## src/rtl/xotr_phase_sequencer.sv

```systemverilog
// xotr_phase_sequencer
// Sequences the opcode execute phase that drives the XOTR decoder tree.
// Holds the opcode latch (Source/notSource), the execute phase timer
// (XPT/notXPT), the CM1/XOTR phase flags, IFF1/IFF2 and the interrupt
// acknowledge taken at instruction boundaries.
//
// Ports:
//   clock, reset        system clock, synchronous active-high reset
//   Ready               bus ready; when low every register holds
//   OpcodeIn/Valid      fetched opcode byte and its qualifier (FETCH only)
//   PR_Reset_XPT, P2_Set_CM1, P2_Reset_XOTR, Pa_Ophd
//                       decoder end-of-instruction strobes (must agree)
//   P2_RestoreIFF       decoder: IFF1 <= IFF2
//   EI_Req, DI_Req      enable / disable interrupts
//   IntReq              maskable interrupt request level
//   XPT/notXPT          phase timer and its registered complement
//   Source/notSource    latched opcode and its registered complement
//   XOTR_Enable, CM1, Fetch_Req, IntAck
//                       phase flags toward decoder and bus
//   IFF1, IFF2          interrupt enable flip-flops
//   OphdCount           handled-opcode count (wraps)
//   Fault               sticky protocol error
module xotr_phase_sequencer #(
  parameter int XPT_W = 5,
  parameter int CNT_W = 16
) (
  input  logic             clock,
  input  logic             reset,
  input  logic             Ready,
  input  logic [7:0]       OpcodeIn,
  input  logic             OpcodeValid,
  input  logic             PR_Reset_XPT,
  input  logic             P2_Set_CM1,
  input  logic             P2_Reset_XOTR,
  input  logic             Pa_Ophd,
  input  logic             P2_RestoreIFF,
  input  logic             EI_Req,
  input  logic             DI_Req,
  input  logic             IntReq,
  output logic [XPT_W-1:0] XPT,
  output logic [XPT_W-1:0] notXPT,
  output logic [7:0]       Source,
  output logic [7:0]       notSource,
  output logic             XOTR_Enable,
  output logic             CM1,
  output logic             Fetch_Req,
  output logic             IntAck,
  output logic             IFF1,
  output logic             IFF2,
  output logic [CNT_W-1:0] OphdCount,
  output logic             Fault
);

  typedef enum logic [1:0] {FETCH, EXEC, FAULT} state_t;

  localparam logic [XPT_W-1:0] XPT_MAX = '1;

  state_t     state;
  logic       ei_pending;
  logic [3:0] strobes;
  logic       strobe_all;
  logic       strobe_none;
  logic       instr_end;
  logic       exec_fault;
  logic       iff1_next;
  logic       iff2_next;
  logic       pend_next;
  logic       take_int;

  assign strobes     = {P2_Set_CM1, P2_Reset_XOTR, PR_Reset_XPT, Pa_Ophd};
  assign strobe_all  = &strobes;
  assign strobe_none = ~|strobes;
  assign instr_end   = Ready && (state == EXEC) && strobe_all;
  // Split strobes are a protocol error; so is running past the last phase.
  assign exec_fault  = !strobe_all && (!strobe_none || (XPT == XPT_MAX));

  // Interrupt-enable bookkeeping. DI wins outright; otherwise a restore is
  // applied first so that the restored IFF1 is the one sampled at the end.
  always_comb begin
    iff1_next = IFF1;
    iff2_next = IFF2;
    pend_next = ei_pending;
    take_int  = 1'b0;
    if (Ready && (state != FAULT)) begin
      if (DI_Req) begin
        iff1_next = 1'b0;
        iff2_next = 1'b0;
        pend_next = 1'b0;
      end else begin
        if (EI_Req) pend_next = 1'b1;
        if ((state == EXEC) && P2_RestoreIFF) iff1_next = IFF2;
        if (instr_end) begin
          if (pend_next) begin
            // EI takes effect here; interrupts are not sampled on this end.
            iff1_next = 1'b1;
            iff2_next = 1'b1;
            pend_next = 1'b0;
          end else if (IntReq && iff1_next) begin
            iff1_next = 1'b0;
            iff2_next = 1'b0;
            take_int  = 1'b1;
          end
        end
      end
    end
  end

  always_ff @(posedge clock) begin
    if (reset) begin
      state       <= FETCH;
      XPT         <= '0;
      notXPT      <= '1;
      Source      <= 8'h00;
      notSource   <= 8'hFF;
      CM1         <= 1'b1;
      XOTR_Enable <= 1'b0;
      Fetch_Req   <= 1'b1;
      IntAck      <= 1'b0;
      IFF1        <= 1'b0;
      IFF2        <= 1'b0;
      ei_pending  <= 1'b0;
      OphdCount   <= '0;
      Fault       <= 1'b0;
    end else begin
      IFF1       <= iff1_next;
      IFF2       <= iff2_next;
      ei_pending <= pend_next;
      if (Ready) begin
        case (state)
          FETCH: begin
            if (OpcodeValid) begin
              Source      <= OpcodeIn;
              notSource   <= ~OpcodeIn;
              XPT         <= '0;
              notXPT      <= '1;
              state       <= EXEC;
              CM1         <= 1'b0;
              XOTR_Enable <= 1'b1;
              Fetch_Req   <= 1'b0;
              IntAck      <= 1'b0;
            end
          end
          EXEC: begin
            if (strobe_all) begin
              OphdCount   <= OphdCount + 1'b1;
              XPT         <= '0;
              notXPT      <= '1;
              state       <= FETCH;
              CM1         <= 1'b1;
              Fetch_Req   <= 1'b1;
              XOTR_Enable <= 1'b0;
              IntAck      <= take_int;
            end else if (exec_fault) begin
              // XPT and Source stay frozen from here until reset.
              state       <= FAULT;
              Fault       <= 1'b1;
              XOTR_Enable <= 1'b0;
              Fetch_Req   <= 1'b0;
              CM1         <= 1'b0;
              IntAck      <= 1'b0;
            end else begin
              XPT    <= XPT + 1'b1;
              notXPT <= ~(XPT + 1'b1);
            end
          end
          default: begin
            state <= FAULT;
          end
        endcase
      end
    end
  end

endmodule

```

## config.mk

```make
export PLATFORM = sky130hd
export DESIGN_NAME = xotr_phase_sequencer
export DESIGN_NICKNAME = d
export VERILOG_FILES = /design/src/rtl/xotr_phase_sequencer.sv
export SDC_FILE = /design/constraint.sdc
export NUM_CORES = 1
export LEC_CHECK = 0
export ABC_AREA = 1
export ABC_CLOCK_PERIOD_IN_PS = 2100
export CORE_ASPECT_RATIO = 2
export CORE_MARGIN = 3
export CORE_UTILIZATION = 40
export CTS_CLUSTER_DIAMETER = 150
export DETAILED_ROUTE_END_ITERATION = 16
export PLACE_DENSITY = 0.77
export SLEW_MARGIN = 10
export SYNTH_ARGS = -nofsm -noshare
export SYNTH_HDL_FRONTEND = slang
export SYNTH_SLANG_ARGS = --single-unit
```

## constraint.sdc

```tcl
create_clock -name clock -period 2.1 [get_ports clock]
set_input_delay 0.42 -clock clock [delete_from_list [all_inputs] [get_ports clock]]
set_output_delay 0.42 -clock clock [all_outputs]
set_load 0.01 [all_outputs]
```

==> After elaboration in Yosys (flattened, before gate mapping) <==
Cells that the tools add are included.
{ "classes": {"multipliers": 0, "reduce_logical": 21, "n_addsub": 2, "bitwise_logic": 3, "div_mod_pow": 0, "n_eq_ne": 6, "n_lt_le_gt_ge": 0, "shifts": 0, "n_mux": 42} }
{ "op_table": {"columns": ["operator", "n"], "rows": [
  ["$mux W5", 6],
  ["$mux W1", 27],
  ["$pmux W5 S2", 2],
  ["$add A16 B1 Y16 const B", 1],
  ["$reduce_and A4 Y1", 4],
  ["$reduce_and A3 Y1", 3],
  ["$not A8 Y8", 1],
  ["$logic_and A1 B1 Y1", 6],
  ["$mux W2", 3],
  ["$ne A3 B3 Y1 const B", 2],
  ["$pmux W1 S2", 3],
  ["$reduce_and A6 Y1", 1],
  ["$add A5 B1 Y5 const B", 1],
  ["$eq A5 B5 Y1 const B", 1],
  ["$not A5 Y5", 1],
  ["$ne A2 B2 Y1 const B", 2],
  ["$pmux W2 S2", 1],
  ["$reduce_bool A2 Y1", 2],
  ["$reduce_or A4 Y1", 1],
  ["$reduce_bool A3 Y1", 1],
  ["$eq A2 B1 Y1 const B", 1],
  ["$logic_not A2 Y1", 1],
  ["$logic_not A1 Y1", 1],
  ["$logic_or A1 B1 Y1", 1],
  ["$not A1 Y1", 1]
]} }
{ "totals": {"latch_bits": 0, "out_inout_bits": 49, "rom_bits": 0, "n_memories": 0, "ff_bits": 51, "ram_bits": 0} }

==> Longest topological paths before layout <==
{ "logic_depth": {"word_depth": 13, "mapped_depth": 11} }

==> Worst setup path after synthesis <==
Ideal clock, no wire load.
{ "synth_path": {"path_type": "register -> register", "from": "register XPT[0]", "to": "register XPT[0]", "n_path_buf": 0, "t_required_ns": 1.985, "arrival_time_ns": 1.448, "path_slack_ns": 0.537, "stages_incl_launch_ff": 11, "cell_sequence": "dfxtp_1 -> ha_1 -> nand2_1 -> nor2_1 -> ha_1 -> inv_1 -> nand3_1 -> nand2_2 -> nand2_4 -> o21ai_2 -> nor2_1"} }
{ "synth_via": {"elab_chain_cells": 5, "word_cells_on_any_way": 9} }
{ "synth_lines": {"columns": ["item", "line", "source"], "rows": [
  ["start, declared", "40", "output logic [XPT_W-1:0] XPT,"],
  ["start signal, assigned", "162", "XPT <= XPT + 1'b1;"],
  ["parallel branches: the longest is 5 deep, another holds $add A5 B1 Y5", null, null]
]} }
Parallel ways; which one is timed is not known. The select of a mux whose other input is x is not followed.
A chain may end at the register's enable or synchronous reset.

==> Worst setup path in the final report <==
{ "layout_path": {"from": "register XPT[0]", "to": "register notXPT[1]"} }
{ "layout_via": {"elab_chain_cells": 5, "word_cells_on_any_way": 10} }
{ "layout_lines": {"columns": ["item", "line", "source"], "rows": [
  ["$add A5 B1 Y5 or $eq A5 B5 Y1 (tied branches)", "163, 75", null],
  ["$not A5 Y5 or $logic_or A1 B1 Y1 (tied branches)", "163, 75", null],
  ["$mux W5 or $logic_and A1 B1 Y1 (tied branches)", "153, 75", null],
  ["$mux W5 or $ne A3 B3 Y1 (tied branches)", null, null],
  ["$pmux W5 S2 or $reduce_and A4 Y1 (tied branches)", null, null],
  ["end signal, assigned", "163", "notXPT <= ~(XPT + 1'b1);"],
  ["end, declared", "41", "output logic [XPT_W-1:0] notXPT,"]
]} }
Several ways; a longest one is shown, not always the timed one. The select of a mux whose other input is x is not followed.

==> qor.csv <==
stage,metric,value,unit
run_status,status,completed,
clock_network,cts_tree,yes,
grt,grt_pass1_vias,2205,
placement,place_congestion,0.789,
worst_setup_path,timing.critical_path.cells,"ha_1, nand2_1, nor2_1, ha_1, inv_1, nand3_1, nand2_2, nand2_4, o21ai_2, inv_1, nand2_1",
grt,grt_antenna_before_repair,0,
placement,io_buffers,68,
synth,yosysWarningCount,0,
power_and_ir_drop,total_leakage_power,1.26,nW
cells_and_area,drive_above_1_share,7.85,%
grt,grt_pass1_wl,9.25,mm
timing,timing.final.crit_period,1730,ps
floorplanning,die_area,0.00662,mm²
worst_setup_path,worst_setup_path_start_kind,register,
synth,ys_seq_elements,51,
clock_network,clkTransAtPathRegs,100,ps
floorplanning,start_util,41.5,%
timing,setup_viol,0,
synth,synthMuxAreaShare,0,%
synth,async_flop_share,0,%
synth,synth_top_family_by_area,simple AND/OR/NAND/NOR gates,
worst_setup_path,cp.arrival,1940,ps
worst_setup_path,slowest_delay,430,ps
route,vias_per_cell,4.89,
clock_network,clk_path_buf_depth,2,
route,post_drt_wl_per_cell,12.2,µm
cells_and_area,syn2layout_area_growth,37.9,%
route,firstDrtPassIters,4,
floorplanning,boundaryPins,69,
hold_path,hold_path.startpoint,notSource[4],
synth,synth_compound_area_share,12.9,%
worst_setup_path,cp.required,2310,ps
timing,hold_viol,0,
grt,gr-usage-all-layers,17.6,%
floorplanning,core-area,0.00542,mm²
synth,yosys_most_used_dff,dfxtp_1,
synth,synth_xor_xnor_area_share,0,%
clock_network,clock-sinks,51,
synth,netlist_area,0.00225,mm²
timing,skew,9.28,ps
route,antenna_left,0,
synth,syn_area_per_cell,7.31,µm²
synth,synth_nets,331,
synth,synth_top_cell_by_area,dfxtp_1,
worst_setup_path,regToRegStartpoint,XPT[0],
synth,synth_cell_types,28,
synth,synth_edf_count,0,
timing,slew-limit-headroom,76.2,%
synth,yosys-top-cells-count,"nand2_1 (61), dfxtp_1 (51), nor2_1 (47)",
placement,dp.final_hpwl,4.24,mm
clock_network,clkLatencyLatePin,300,ps
floorplanning,die_h,112,µm
worst_setup_path,critPathCaptureType,register,
clock_network,cts_made_buffers,5,
hold_path,hp-class,register to register,
timing,tightest_slew,355,ps
worst_setup_path,r2r_setup_slack,370,ps
power_and_ir_drop,vdd_drop_max,0.000537,V
route,num_vias,2163,
worst_setup_path,crit_start,XPT[0],
clock_network,root_buffer,clkbuf_8,
synth,yosys.cell_count.top_type,nand2_1,
synth,synth.area.top_cells,"dfxtp_1 (45%), nand2_1 (10%), nor2_1 (7.8%)",
clock_network,postCtsSetupBuffers,0,
power_and_ir_drop,power.density,629,mW/mm²
synth,yosys.area_share.adder,1.67,%
clock_network,cts_hold_buffers,0,
worst_setup_path,crit_type,register to register,
cells_and_area,final_util,57.3,%
clock_network,htreeDepth,2,
timing,tns,0,ps
clock_network,cts.repair.resized,0,
timing,fmax,577,MHz
timing,slew_violations,0,
floorplanning,die_w,59.0,µm
worst_setup_path,slowest_stage,dfxtp_1,
timing,fin_crit_sh,82.5,%
floorplanning,fp-row-count,38,
cells_and_area,layout.nets,404,
synth,synth_simple_gate_area_share,31.5,%
grt,grt_max_degree,17,
synth,synth.top_cell.area_share,45.4,%
flow_run,maxCapViolCount,0,
route,drc,0,
synth,synthCells,308,
route,drt_iter0_drc,69,
cells_and_area,diodes,0,
synth,yosysSeqAreaShare,45.4,%
worst_setup_path,path_max_fanout,10,
grt,grt-ovfl-total,0,
timing,rsz0062_at_grt,no,
route,finalWirelength,5.40,mm
through the flow:
stage / cell area (µm²) / hold slack (ps) / worst slack [ps] / instances / power [mW]
CTS: 3100 / 463 / 336 / 442 / 1.98
global route: 3100 / 481 / 129 / 442 / 2.04
finish: 3100 / 456 / 367 / 442 / 1.95
floorplan: 2250 / 446 / 537 / 308 / 1.21
detailed placement: 3010 / 440 / 98.5 / 434 / 1.37
global placement: 3010 / 432 / 129 / 434 / 1.37
critical path: cells and delay by family, from the launching register on:
kind | cells | cell delay (ps)
AND/OR/NAND/NOR | 6 | 690
flip-flops | 1 | 430
AO/OA/AOI/OAI | 1 | 70
buffers and inverters | 2 | 90
adder cells (fa/ha/maj) | 2 | 360
cells in the final DEF (no fill, tap or decap), drive strengths merged, types with 2 or more instances in the layout:
master         synthesis  layout
a21oi                 21      21
nor3                   9       9
nand4                  2       2
inv                   40      40
o211ai                 2       2
clkdlybuf4s50          0      68
clkbuf                 4       6
buf                    3       5
nor3b                  2       2
clkinv                 1       2
a21o                   6       6
nand3                 21      21
nor2                  54      54
nand2                 65      65
dfxtp                 51      51
ha                     3       3
o21ai                 22      22
registers in the layout, indices dropped and copies added (netlist names):
register     flops
OphdCount       16
Source           8
notSource        8
XPT              5
notXPT           5
state            2
Fault            1
Fetch_Req        1
IFF1             1
IFF2             1
IntAck           1
XOTR_Enable      1
ei_pending       1
logic make-up (layout without fill, tap and decap cells):
kind of cell	Yosys count	count (layout)
buffers and inverters	48	122
adder cells (fa/ha/maj)	3	3
AND/OR/NAND/NOR	154	154
AO/OA/AOI/OAI	52	52
flip-flops	51	51
power by group:
| group | switching [mW] | internal (mW) |
|---|---|---|
| combinational | 0.145 | 0.157 |
| clock | 0.336 | 0.270 |
| sequential | 0.0319 | 1.01 |
| total | 0.514 | 1.44 |
per-layer routing:
metal  vias up  GRT usage, %  part of all wire, %
li1       1126             -                    -
met1       976          19.1                   39
met2        53          32.5                   56
met3         8          2.88                  4.0
met4         0          6.51                  1.7
met5         -             0                    0
final timing paths:
kind | to | depth (start not counted)
worst max-delay path | notXPT[1] | 11
worst min-delay path | notSource[4] | 1
worst max register to register | notXPT[1] | 11
worst min register to register | notSource[4] | 1
layout make-up:
| cell class | instances | area [µm²] |
|---|---|---|
| timing repair buffer | 73 | 718 |
| tap | 60 | 75.1 |
| inverter | 41 | 154 |
| fill | 538 | 2320 |
| clock inverter | 2 | 16.3 |
| sequential | 51 | 1020 |
| multi-input combinational | 209 | 1040 |
| clock buffer | 6 | 82.6 |
No activity file was read; power rests on OpenSTA's default activity.
